===== src/rtl/cache_mem_arbiter.sv =====
// cache_mem_arbiter: shares one multi-cycle main memory between the I-cache
// and D-cache miss handlers. One client owns the memory at a time. Read data
// valids are steered only to the current owner. Ownership is held until the
// owner drops its request and every outstanding read has returned.
//
// Optional feature: define ARB_RR_EN to alternate ties between the two
// clients. When it is not defined, the D-side always wins a tie.
//
// Handshake: a client raises *_req and holds it for the whole transaction.
// *_gnt is decoded from the registered state, so a request sampled at edge N
// is granted from edge N onward. The memory is driven from the cycle after
// that edge. Read returns arrive as mem_rvld pulses. These are counted against
// issued reads, and the memory latency does not matter.
module cache_mem_arbiter #(
    parameter int ADDR_W       = 16,
    parameter int DATA_W       = 16,
    parameter int MAX_INFLIGHT = 7
) (
    input  logic              clk,
    input  logic              rst_n,
    input  logic              i_req,
    input  logic [ADDR_W-1:0] i_addr,
    output logic              i_gnt,
    output logic              i_data_vld,
    input  logic              d_req,
    input  logic              d_wr,
    input  logic [ADDR_W-1:0] d_addr,
    input  logic [DATA_W-1:0] d_wdata,
    output logic              d_gnt,
    output logic              d_data_vld,
    output logic [DATA_W-1:0] rdata,
    output logic              mem_en,
    output logic              mem_wr,
    output logic [ADDR_W-1:0] mem_addr,
    output logic [DATA_W-1:0] mem_wdata,
    input  logic [DATA_W-1:0] mem_rdata,
    input  logic              mem_rvld,
    output logic [1:0]        dbg_state,
    output logic [2:0]        dbg_inflight
);

    typedef enum logic [1:0] {
        S_IDLE    = 2'd0,
        S_I_OWN   = 2'd1,
        S_D_OWN   = 2'd2,
        S_D_WRITE = 2'd3
    } state_e;

    localparam logic [2:0] MAX_CNT = 3'(MAX_INFLIGHT);

    state_e     state_q, state_d;
    logic [2:0] inflight_q, inflight_d;
    logic       d_wins_tie;
    logic       rd_issue;
    logic       rd_return;

`ifdef ARB_RR_EN
    // 1 means that the D-side was the most recent owner.
    logic last_owner_q, last_owner_d;
`endif

    // Tie-break choice. In the round-robin build it favours the client that
    // did not own the memory last.
    always_comb begin
        d_wins_tie = 1'b1;
`ifdef ARB_RR_EN
        d_wins_tie = ~last_owner_q;
`endif
    end

    // Next-state logic. An owner is released only when its request is low and
    // no reads are outstanding, so late data always reaches the client that
    // issued the read.
    always_comb begin
        state_d = state_q;
        unique case (state_q)
            S_IDLE: begin
                if (i_req && d_req) begin
                    if (d_wins_tie) state_d = d_wr ? S_D_WRITE : S_D_OWN;
                    else            state_d = S_I_OWN;
                end else if (i_req) begin
                    state_d = S_I_OWN;
                end else if (d_req) begin
                    state_d = d_wr ? S_D_WRITE : S_D_OWN;
                end
            end
            S_I_OWN: begin
                if (!i_req && (inflight_q == 3'd0)) state_d = S_IDLE;
            end
            S_D_OWN: begin
                if (!d_req && (inflight_q == 3'd0)) state_d = S_IDLE;
            end
            S_D_WRITE: state_d = S_IDLE;
            default:   state_d = S_IDLE;
        endcase
    end

`ifdef ARB_RR_EN
    // Record which client was granted when the arbiter leaves IDLE.
    always_comb begin
        last_owner_d = last_owner_q;
        if (state_q == S_IDLE && state_d != S_IDLE)
            last_owner_d = (state_d == S_D_OWN) || (state_d == S_D_WRITE);
    end
`endif

    // Outstanding-read counter. It saturates at the top and never goes below
    // zero. A return at zero is spurious and is ignored.
    always_comb begin
        rd_issue   = mem_en & ~mem_wr;
        rd_return  = mem_rvld & (inflight_q != 3'd0);
        inflight_d = inflight_q;
        if (rd_issue && !rd_return) begin
            if (inflight_q != MAX_CNT) inflight_d = inflight_q + 3'd1;
        end else if (rd_return && !rd_issue) begin
            inflight_d = inflight_q - 3'd1;
        end
    end

    // Memory-side and grant decode. These are built from the registered state
    // and the owner's live request/address. They never depend on mem_rvld.
    always_comb begin
        i_gnt     = 1'b0;
        d_gnt     = 1'b0;
        mem_en    = 1'b0;
        mem_wr    = 1'b0;
        mem_addr  = '0;
        mem_wdata = '0;
        unique case (state_q)
            S_I_OWN: begin
                i_gnt    = 1'b1;
                mem_en   = i_req;
                mem_addr = i_addr;
            end
            S_D_OWN: begin
                d_gnt    = 1'b1;
                mem_en   = d_req;
                mem_addr = d_addr;
            end
            S_D_WRITE: begin
                d_gnt     = 1'b1;
                mem_en    = 1'b1;
                mem_wr    = 1'b1;
                mem_addr  = d_addr;
                mem_wdata = d_wdata;
            end
            default: ;
        endcase
    end

    // Steer returning read data to the owner only. Returns in IDLE or in
    // D_WRITE are dropped.
    always_comb begin
        i_data_vld   = mem_rvld & (state_q == S_I_OWN);
        d_data_vld   = mem_rvld & (state_q == S_D_OWN);
        rdata        = mem_rdata;
        dbg_state    = state_q;
        dbg_inflight = inflight_q;
    end

    // State, counter and optional last-owner registers. Reset drops every
    // grant immediately.
    always_ff @(posedge clk or negedge rst_n) begin
        if (!rst_n) begin
            state_q      <= S_IDLE;
            inflight_q   <= 3'd0;
`ifdef ARB_RR_EN
            last_owner_q <= 1'b0;
`endif
        end else begin
            state_q      <= state_d;
            inflight_q   <= inflight_d;
`ifdef ARB_RR_EN
            last_owner_q <= last_owner_d;
`endif
        end
    end

endmodule


===== config.mk =====
export PLATFORM = sky130hd
export DESIGN_NAME = cache_mem_arbiter
export DESIGN_NICKNAME = d
export VERILOG_FILES = /design/src/rtl/cache_mem_arbiter.sv
export SDC_FILE = /design/constraint.sdc
export NUM_CORES = 1
export LEC_CHECK = 0
export BUFFER_PORTS_ARGS = -buffer_cell sky130_fd_sc_hd__buf_2
export CORE_AREA = 2 2 58 60
export DETAILED_ROUTE_END_ITERATION = 8
export DIE_AREA = 0 0 60 62
export GPL_ROUTABILITY_DRIVEN = 0
export GPL_TIMING_DRIVEN = 0
export PLACE_DENSITY = 0.79
export RECOVER_POWER = 25
export SLEW_MARGIN = 20
export SYNTH_ARGS = -nofsm -noshare
export SYNTH_HDL_FRONTEND = slang
export SYNTH_SLANG_ARGS = --single-unit

===== constraint.sdc =====
create_clock -name clk -period 2.34 [get_ports clk]
set_input_delay 0.234 -clock clk [delete_from_list [all_inputs] [get_ports clk]]
set_output_delay 0.234 -clock clk [all_outputs]
set_load 0.01 [all_outputs]

; ---- Yosys cells after proc, flatten, opt, wreduce, memory -nomap -nowiden
; Cells that the tools add are included.
[totals]
word_cells = 49
ff_bits = 5
in_bits = 70
[classes]
mux = 16
eq_ne = 8
reduce_logical = 16
bitwise = 5
addsub = 2
[ops]
columns = op, count
row1 = $pmux 16 s2, 1
row2 = $mux 16, 1
row3 = $mux 2, 5
row4 = $mux 3, 3
row5 = $pmux 2 s4, 1
row6 = $logic_and 1x1->1, 5
row7 = $and 1x1->1, 4
row8 = $eq 2x2->1 const B, 2
row9 = $logic_not 1->1, 4
row10 = $mux 1, 4
row11 = $ne 2x2->1 const B, 2
row12 = $ne 4x4->1 const B, 1
row13 = $add 3x1->3 const B, 1
row14 = $logic_not 3->1, 1
row15 = $ne 3x3->1 const B, 1
row16 = $pmux 1 s3, 1
row17 = $reduce_and 3->1, 1
row18 = $reduce_bool 3->1, 1
row19 = $sub 3x1->3 const B, 1
row20 = $eq 2x1->1 const B, 1
row21 = $logic_not 2->1, 1
row22 = $ne 2x1->1 const B, 1
row23 = $reduce_and 2->1, 1
row24 = $reduce_bool 2->1, 1
row25 = other kinds (2), 2

; ---- Logic depth before layout (Yosys ltp)
; Gate-level depths: netlist (run 1).
[logic_depth]
ltp_word = 8
ltp_mapped = 9
mapped_depth_nobuf = 8

; ---- Worst setup path before layout (run 1)
; Ideal clock, no wire load.
[synth_path]
path_type = reg2reg
startpoint = register inflight_q[2], in the netlist dbg_inflight[2]
endpoint = register inflight_q[1], in the netlist dbg_inflight[1]
path_stages_with_launch = 9
synth_period_minus_slack_ns = 2.147
required_time_ns = 2.269
path_slack_ns = 0.193
arrival_ns = 2.076
setup_time_ns = 0.071
path_buffers = 1
path_cell_list = dfrtp_1 > buf_2 > or3_1 > nand2_1 > nand2_1 > fa_1 > inv_1 > or3_1 > nand4_1
[synth_between]
elab_cells_between_ends = 10
[synth_rtl]
columns = item, line_no
row1 = "start, declared", 52  ; logic [2:0] inflight_q, inflight_d;
row2 = "start signal, assigned", 172  ; inflight_q <= inflight_d;
row3 = $reduce_bool 3->1, 111  ; rd_return = mem_rvld & (inflight_q != 3'd0);
row4 = $and 1x1->1, 111
row5 = $logic_not 1->1, 113  ; if (rd_issue && !rd_return) begin
row6 = $logic_and 1x1->1, 113
row7 = $mux 3, 113
row8 = named net inflight_d[1], 52
; The timed path passes the listed nets, and every way through them passes these cells.
; A chain may end at the register's enable or synchronous reset.

; ---- Worst setup path in the final report (run 1)
; Same ends and word-level chain as after synthesis.

==> impl_metrics.toml, run 1 <==
[timing]
final-hold-violation-count = 0
worst_pin_slew_ns = 0.397
setup_tns_ns = 0
setup_viol = 0
max_freq_mhz = 450
skew_ns = 0.00274
layout_setup_ws_ns = 0.116
fin_crit_ns = 2.22
slew_headroom = 0.736
finalCritPeriodShare = 0.951
grt_setup_unrepaired = "false"
drv_slew = 0

[detailed_routing]
ant_nets = 0
drc_errors = 0
wirelength_um = 3120
wire_per_inst_um = 11.0
drtPass1Iterations = 4
viasPerCell = 4.74
drtIter0Drc = 29
vias = 1345

[cells_and_area]
layout.cells.non_filler = 284
final_common_cell = "buf_2"
nets = 310
final_util = 0.486
syn_to_final_growth_pct = 71.3
mostFrequentLayoutCells = "buf_2, clkbuf_1, a22o_1, and3_1, buf_4"
drive_gt1_frac = 0.538
num_antenna_cells = 0

[critical_path]
crit_type = "flip-flop to flip-flop"
cp-end-kind = "flip-flop"
worstPathRequired_ns = 2.50
start_kind = "flip-flop"
path_max_fanout = 10
crit_arrival_ns = 2.39

[pwr]
leakage_nw = 0.932
power.total_mw = 1.37
power_density_nw_per_um2 = 885
ir_drop_mv = 0.549

[clocking]
clock_path_buffers = 2
root_buffer = "clkbuf_4"
cts.sink_count = 5
worstSkewPairLatency_ns = 0.23
cts_made_buffers = 3
cts.htree.levels = 1
cts_setup_buffers = 0
cts_tree = "yes"
clkTransAtPathRegs_ns = 0.04

[grt]
grt_max_degree = 12
gr-total-overflow = 0
globalRouteTotalUtil = 0.148
first_global_vias = 1014
antenna_found_initial = 0
grt_pass1_wl_um = 4350

[floorplan]
die_x_um = 60
initial_core_util = 0.284
design.core.area_sq_um = 3180
die_area_sq_um = 3720
rows = 21
io_pins = 129
die-height_um = 62

[placed_design]
dpl.hpwl_um = 2570
dpl_worst_slack_ns = 0.128
place_inst = 279
io_buffers = 112

[logic_synthesis]
synthesis.area_sq_um = 902
synth_warnings = 0
ys_seq_area_frac = 0.139
syn_inst = 121
synth-seq-cells = 5
synth_cell_type_count = 33
syn_avg_cell_area_sq_um = 7.46
syn_nets = 192

[status]
status = "complete, no violations"

[job]
maxCapViolations = 0

[hold_path]
hold_class = "input pin to flip-flop"
[report_power, final]
group	internal, mW	switching [mW]
Clock	0.0643	0.0324
Sequential	0.127	0.0807
Combinational	0.498	0.565
[Yosys cell counts]
cell      number  area [sq um]
and3_1        16           100
and3b_1        4          35.0
o211ai_1       1          7.51
o31ai_1        1          7.51
a31oi_1        1          6.26
nor2_1         4          15.0
nor2b_1        3          18.8
nand2_1        8          30.0
a21oi_1        2          10.0
nand4_1        2          12.5
o21ai_0        5          25.0
and2_1         2          12.5
buf_2          6          30.0
a22o_1        16           140
o211ai_2       1          12.5
a41oi_1        1          8.76
o21ai_1        1          5.00
fa_1           1          20.0
a32oi_1        1          8.76
nand3b_1       2          15.0
buf_6          1          11.3
or3_1          2          12.5
dfrtp_1        5           125
a311oi_1       1          8.76
buf_4         16           120
clkbuf_1       6          22.5
a211oi_1       3          22.5
inv_1          3          11.3
a211o_1        1          8.76
nand4b_1       2          17.5
nor3_1         1          5.00
nand2b_1       1          6.26
nor3_2         1          10.0
[worst max-delay path, stage by stage, from the launching register on]
cell	delay [ns]
dfrtp_1	0.36
buf_2	0.17
or3_4	0.41
nand2_1	0.08
nand2_1	0.06
fa_1	0.53
inv_1	0.07
or3_1	0.36
nand4_1	0.10
[layout make-up]
type	count	area, sq um
sequential	5	125
clock buffer	4	26.3
timing repair buffer	113	554
inverter	3	11.3
fill	329	1630
buffer	29	184
multi-input combinational	84	587
tap	46	57.6
[cells by family after synthesis]
family	count (synthesis)	synth area share
and+or+nand+nor	48	0.322
DFF	5	0.139
buffers and inverters	32	0.216
AOI/OAI and AO/OA	35	0.301
adders and majority gates	1	0.0222
[layer usage]
metal,global-route usage,vias up,routed length [um]
li1,-,667,-
met1,0.186,599,1230
met2,0.276,79,1620
met3,0.0124,0,282
met4,0.0317,0,0
met5,0,-,0
[final timing paths]
| path | from | endpoint | slack, ns | depth (start not counted) |
|---|---|---|---|---|
| max | dbg_inflight[2]$_DFFE_PN0P_ | dbg_inflight[1]$_DFFE_PN0P_ | 0.12 | 8 |
| min | d_req | dbg_state[1]$_DFFE_PN0P_ | 0.30 | 3 |
| max reg2reg | dbg_inflight[2]$_DFFE_PN0P_ | dbg_inflight[1]$_DFFE_PN0P_ | 0.12 | 8 |
| min reg2reg | dbg_inflight[2]$_DFFE_PN0P_ | dbg_inflight[2]$_DFFE_PN0P_ | 0.73 | 2 |
| max in group asynchronous | rst_n | dbg_inflight[1]$_DFFE_PN0P_ | 1.75 | 2 |
| min in group asynchronous | rst_n | dbg_state[0]$_DFFE_PN0P_ | 0.38 | 2 |
[through the flow]
| step | hold slack [ns] | instance area [sq um] |
|---|---|---|
| after floorplan | -0.0616 | 902 |
| after global placement | 0.0462 | 1520 |
| after detailed placement | 0.0536 | 1520 |
| after CTS | 0.295 | 1560 |
| after global routing | 0.324 | 1550 |
| final | 0.298 | 1550 |
[state kept, by name (all words and copies together), names as in the netlist]
signal and count:
dbg_inflight 3, dbg_state 2
[what timing repair did]
action | 4_1_cts | 5_1_grt
hold endpoints to repair | 5 | 0
endpoints found under the setup margin | 0 | 1
resized for setup | 0 | 1
hold buffers | 1 | 0
No activity file was read; power rests on OpenSTA's default activity.
==> run 2, diff against run 1 <==
clock period = 2.11 ns   (was 2.34 ns; I/O delays follow)
==> run 2 against run 1 <==
Net effect: clock-buffer cell count did not move; worst setup slack got worse by 0.11 ns; critical path depth did not move; utilization rose by 2.7 points; largest cell class unchanged; sequential power fell by 4%; sequential share of layout area fell by 0.20 points; first-iteration DRC count rose by 6.9%; cell area rose by 5.6%; via count rose by 2.0%; final cell count rose by 2.5%; routed wire length rose by 6.8%.
==> impl_metrics.toml, run 2 (synthesis results as in run 1) <==
[status]
status = "complete, no violations"

[critical_path]
path_max_fanout = 4
path_buf_inv = 2
crit_arrival_ns = 2.27
critPathSlowestCell = "fa_2"
cp_cell_sequence = "buf_6 > or3_4 > nand2_2 > nand2_2 > fa_2 > inv_2 > or3_1 > nand4_1"
cp-end-kind = "flip-flop"
cp_common_cell = "nand2_2"
slowest_delay_ns = 0.55
crit_type = "flip-flop to flip-flop"
start_kind = "flip-flop"
critPathTopFamily = "simple AND/OR/NAND/NOR gates"
worstPathRequired_ns = 2.28

[cells_and_area]
nets = 317
fillers = 333
final_cell_area_sq_um = 1630
mostFrequentLayoutCells = "buf_2, buf_4, clkbuf_1"
num_antenna_cells = 0
layout.cells.non_filler = 291
multi_input_area_sq_um = 611
syn_to_final_growth_pct = 80.9
regArea_sq_um = 129
drive_gt1_frac = 0.592
largest_reg_flops = 3
final_common_cell = "buf_2"

[grt]
antenna_found_initial = 0
gr-total-overflow = 0
grt_max_degree = 11
first_global_vias = 1126
grt_pass1_wl_um = 4600
globalRouteTotalUtil = 0.156

[floorplan]
die_x_um = 60
die-height_um = 62
die_area_sq_um = 3720
rows = 21
initial_core_util = 0.284
io_pins = 129
design.core.area_sq_um = 3180

[placed_design]
dpl_worst_slack_ns = -0.0916
placed_area_sq_um = 1530
dpl.hpwl_um = 2600
io_buffers = 112
place_inst = 279

[clocking]
root_buffer = "clkbuf_4"
cts.htree.levels = 1
cts_made_buffers = 3
clock_path_buffers = 2
clkTransAtPathRegs_ns = 0.05
worstSkewPairLatency_ns = 0.25
cts.sink_count = 5
cts_tree = "yes"

[timing]
max_freq_mhz = 474
slew_headroom = 0.750
layout_setup_ws_ns = 0.00237
skew_ns = 0.00687
final-hold-violation-count = 0
fin_crit_ns = 2.11
grt_setup_unrepaired = "true"
worst_hold_slack_ns = 0.291
finalCritPeriodShare = 0.999
setup_viol = 0
worst_pin_slew_ns = 0.376
drv_slew = 0
setup_tns_ns = 0

[detailed_routing]
viasPerCell = 4.71
drc_errors = 0
wirelength_um = 3340
drtIter0Drc = 31
drtPass1Iterations = 4
wire_per_inst_um = 11.5
vias = 1372
ant_nets = 0

[job]
maxCapViolations = 0

[pwr]
ir_drop_mv = 0.563
leakage_nw = 0.962
power_density_nw_per_um2 = 1040

[hold_path]
hold_class = "input pin to flip-flop"
-- run 2: cell types whose count changed in the layout (fill, tap and decap cells not counted), moves of 3 or more --
cell	delta
nand2_1	-3
nand2_2	+3
buf_4	+7
dfrtp_2	+3
dfrtp_1	-3
-- run 2: worst paths after layout --
path	slack, ns	start	depth (start not counted)	end
min in group asynchronous	0.35	rst_n	2	dbg_inflight[1]$_DFFE_PN0P_
setup reg to reg	0.002	dbg_inflight[2]$_DFFE_PN0P_	8	dbg_inflight[1]$_DFFE_PN0P_
hold reg to reg	0.72	dbg_inflight[2]$_DFFE_PN0P_	3	dbg_inflight[2]$_DFFE_PN0P_
max in group asynchronous	1.53	rst_n	2	dbg_inflight[0]$_DFFE_PN0P_
setup / recovery	0.002	dbg_inflight[2]$_DFFE_PN0P_	8	dbg_inflight[1]$_DFFE_PN0P_
hold / removal	0.29	d_req	3	dbg_state[1]$_DFFE_PN0P_
-- run 2: routing by layer --
metal	GRT usage	part of all wire
met2	0.287	0.52
met4	0.0444	0.012
met1	0.198	0.41
met5	0	0
met3	0.00621	0.053
-- run 2: where the power goes --
part	total (mW)	switching, mW	internal, mW
Combinational	1.39	0.724	0.662
Sequential	0.200	0.0538	0.146
Clock	0.114	0.0419	0.0716
-- run 2: metrics by stage --
step,utilization,power (mW)
after floorplan,-,0.996
after global placement,0.482,1.41
after detailed placement,0.482,1.42
after CTS,0.501,1.60
after global routing,0.513,1.84
final,0.513,1.70
-- run 2: cell type report --
class | instances | area share
plain buffers | 29 | 0.117
clock buffers | 4 | 0.0161
inverters | 3 | 0.00690
multi-input cells | 84 | 0.374
flip-flops and latches | 5 | 0.0790
well taps | 46 | 0.0353
repair buffers | 120 | 0.372
-- run 2: repair_timing --
action / CTS / global route
pin swaps: 1 / 6
gates resized for setup: 2 / 8
endpoints found under the hold margin: 5 / 0
endpoints found under the setup margin: 2 / 2
hold buffers: 1 / 0
buffers inserted: 3 / 4
-- run 2: worst reg2reg max path, stage by stage, from the launching register on --
cell	delay, ns
dfrtp_1	0.38
buf_6	0.12
or3_4	0.38
nand2_2	0.07
nand2_2	0.05
fa_2	0.55
inv_2	0.04
or3_1	0.30
nand4_1	0.13
==> run 3, diff against run 2 <==
CORE_AREA = 2 2 57 59   (was 2 2 58 60)
CTS_BUF_LIST = sky130_fd_sc_hd__clkbuf_4   (was unset)
DIE_AREA = 0 0 59 61   (was 0 0 60 62)
PLACE_DENSITY = 0.81   (was 0.79)
==> run 3 against run 2 <==
Net effect: final cell count fell by 4.5%; maximum frequency fell by 0.11%; largest cell class unchanged; global-route usage rose by 1.4 points; flip-flop and latch count did not move; non-clock buffer count did not move; clock skew fell by 0.0045 ns; critical path depth did not move; register-to-register slack barely moved.
==> impl_metrics.toml, run 3 (synthesis results as in run 1) <==
[detailed_routing]
drc_errors = 0
wirelength_um = 3400
ant_nets = 0
viasPerCell = 4.88
vias = 1358
drtIter0Drc = 66
wire_per_inst_um = 12.2
drtPass1Iterations = 4

[clocking]
worstSkewPairLatency_ns = 0.25
cts_made_buffers = 3
root_buffer = "clkbuf_4"
cts.sink_count = 5
clkTransAtPathRegs_ns = 0.04
cts.htree.levels = 1
cts_tree = "yes"
clock_path_buffers = 2

[cells_and_area]
syn_to_final_growth_pct = 78.6
final_common_cell = "buf_2"
final_cell_area_sq_um = 1610
num_antenna_cells = 0
drive_gt1_frac = 0.584
nets = 317
largest_reg_flops = 3
fillers = 293
final_util = 0.546
mostFrequentLayoutCells = "buf_2, buf_4, clkbuf_1"

[critical_path]
crit_arrival_ns = 2.20
cp_cell_sequence = "buf_6 > or3_4 > nand2_2 > nand2_2 > fa_2 > buf_4 > a32oi_1 > nand4_1"
crit_cells = 8
cp_common_cell = "nand2_2"
crit_type = "flip-flop to flip-flop"
r2r_cells = 8
worstPathRequired_ns = 2.20
start_kind = "flip-flop"
cp-end-kind = "flip-flop"
critPathSlowestCell = "fa_2"
critPathTopFamily = "simple AND/OR/NAND/NOR gates"
slowest_delay_ns = 0.44
path_buf_inv = 2
path_max_fanout = 3

[grt]
globalRouteTotalUtil = 0.169
gr-total-overflow = 0
antenna_found_initial = 0
grt_max_degree = 11
first_global_vias = 1161
grt_pass1_wl_um = 4870

[floorplan]
io_pins = 129
rows = 20
design.core.area_sq_um = 2950
initial_core_util = 0.306
die_x_um = 59
die_area_sq_um = 3600
die-height_um = 61

[job]
maxCapViolations = 0

[placed_design]
placed_area_sq_um = 1520
io_buffers = 112
dpl.hpwl_um = 2730

[pwr]
p_comb_frac = 0.809
power_density_nw_per_um2 = 1050
p_seq_frac = 0.118
p_switching_uw = 815
ir_drop_mv = 0.596
leakage_nw = 0.968
p_int_uw = 873
p_clk_frac = 0.073
switching_share = 0.483

[hold_path]
hold_class = "input pin to flip-flop"
holdPathStages = 3

[timing]
slew_headroom = 0.759
skew_ns = 0.00235
finalCritPeriodShare = 1.00
worst_pin_slew_ns = 0.362
max_freq_mhz = 474
setup_viol = 0
grt_setup_unrepaired = "true"
final-hold-violation-count = 0
fin_crit_ns = 2.11
drv_slew = 0

[status]
status = "complete, no violations"
==> run 3: timing repair <==
item	in CTS	in global routing
hold buffers	1	0
resized for setup	2	5
endpoints found under the setup margin	2	2
pin swaps	1	5
buffers inserted	3	4
hold endpoints to repair	5	0
==> run 3: area by class of cell <==
| type | instances | area [sq um] | share of cell area |
|---|---|---|---|
| Timing Repair Buffer | 120 | 607 | 0.377 |
| Inverter | 3 | 11.3 | 0.00699 |
| Multi-Input combinational cell | 84 | 604 | 0.375 |
| Clock buffer | 4 | 30.0 | 0.0186 |
| Tap cell | 33 | 41.3 | 0.0256 |
| Sequential cell | 5 | 128 | 0.0792 |
| Buffer | 29 | 190 | 0.118 |
==> run 3: layer usage <==
metal | vias to the layer above | share of wire | track usage
met4 | 0 | 0.0094 | 0.0649
met3 | 3 | 0.11 | 0.0192
met1 | 583 | 0.38 | 0.189
met5 | - | 0 | 0
met2 | 91 | 0.50 | 0.327
li1 | 681 | - | -
==> run 3: path summary, 6_finish.rpt <==
path | slack (ns) | endpoint | startpoint
worst min-delay path | 0.29 | dbg_state[1]$_DFFE_PN0P_ | d_req
worst min register to register | 0.75 | dbg_state[1]$_DFFE_PN0P_ | dbg_inflight[1]$_DFFE_PN0P_
max in group asynchronous | 1.55 | dbg_inflight[1]$_DFFE_PN0P_ | rst_n
min in group asynchronous | 0.34 | dbg_inflight[2]$_DFFE_PN0P_ | rst_n
worst max-delay path | 0.0001 | dbg_inflight[1]$_DFFE_PN0P_ | dbg_inflight[2]$_DFFE_PN0P_
worst max register to register | 0.0001 | dbg_inflight[1]$_DFFE_PN0P_ | dbg_inflight[2]$_DFFE_PN0P_
==> run 3: worst register-to-register path, delay by kind of cell (launching register included) <==
kind	cells	cell delay, ns
AO/OA/AOI/OAI	1	0.20
buffers and inverters	2	0.27
flip-flops	1	0.38
adder cells (fa/ha/maj)	1	0.44
AND/OR/NAND/NOR	4	0.65
==> run 3: through the flow <==
stage	setup WS (ns)	TNS (ns)	power (mW)	instances	hold slack (ns)
after global routing	-0.0932	-0.0932	1.84	278	0.310
final	0.0000981	0	1.69	278	0.285
after floorplan	0.0129	0	0.996	121	-0.0846
after detailed placement	-0.111	-0.140	1.43	266	0.0268
after CTS	0.00804	0	1.62	274	0.278
after global placement	-0.0766	-0.118	1.42	266	0.0245
==> run 3: power groups by stage <==
stage	clock [mW]	sequential, mW	combinational [mW]
after floorplan	0	0.232	0.764
after global placement	0	0.231	1.19
after detailed placement	0	0.234	1.20
after CTS	0.130	0.196	1.30
after global routing	0.131	0.206	1.50
final	0.124	0.198	1.37
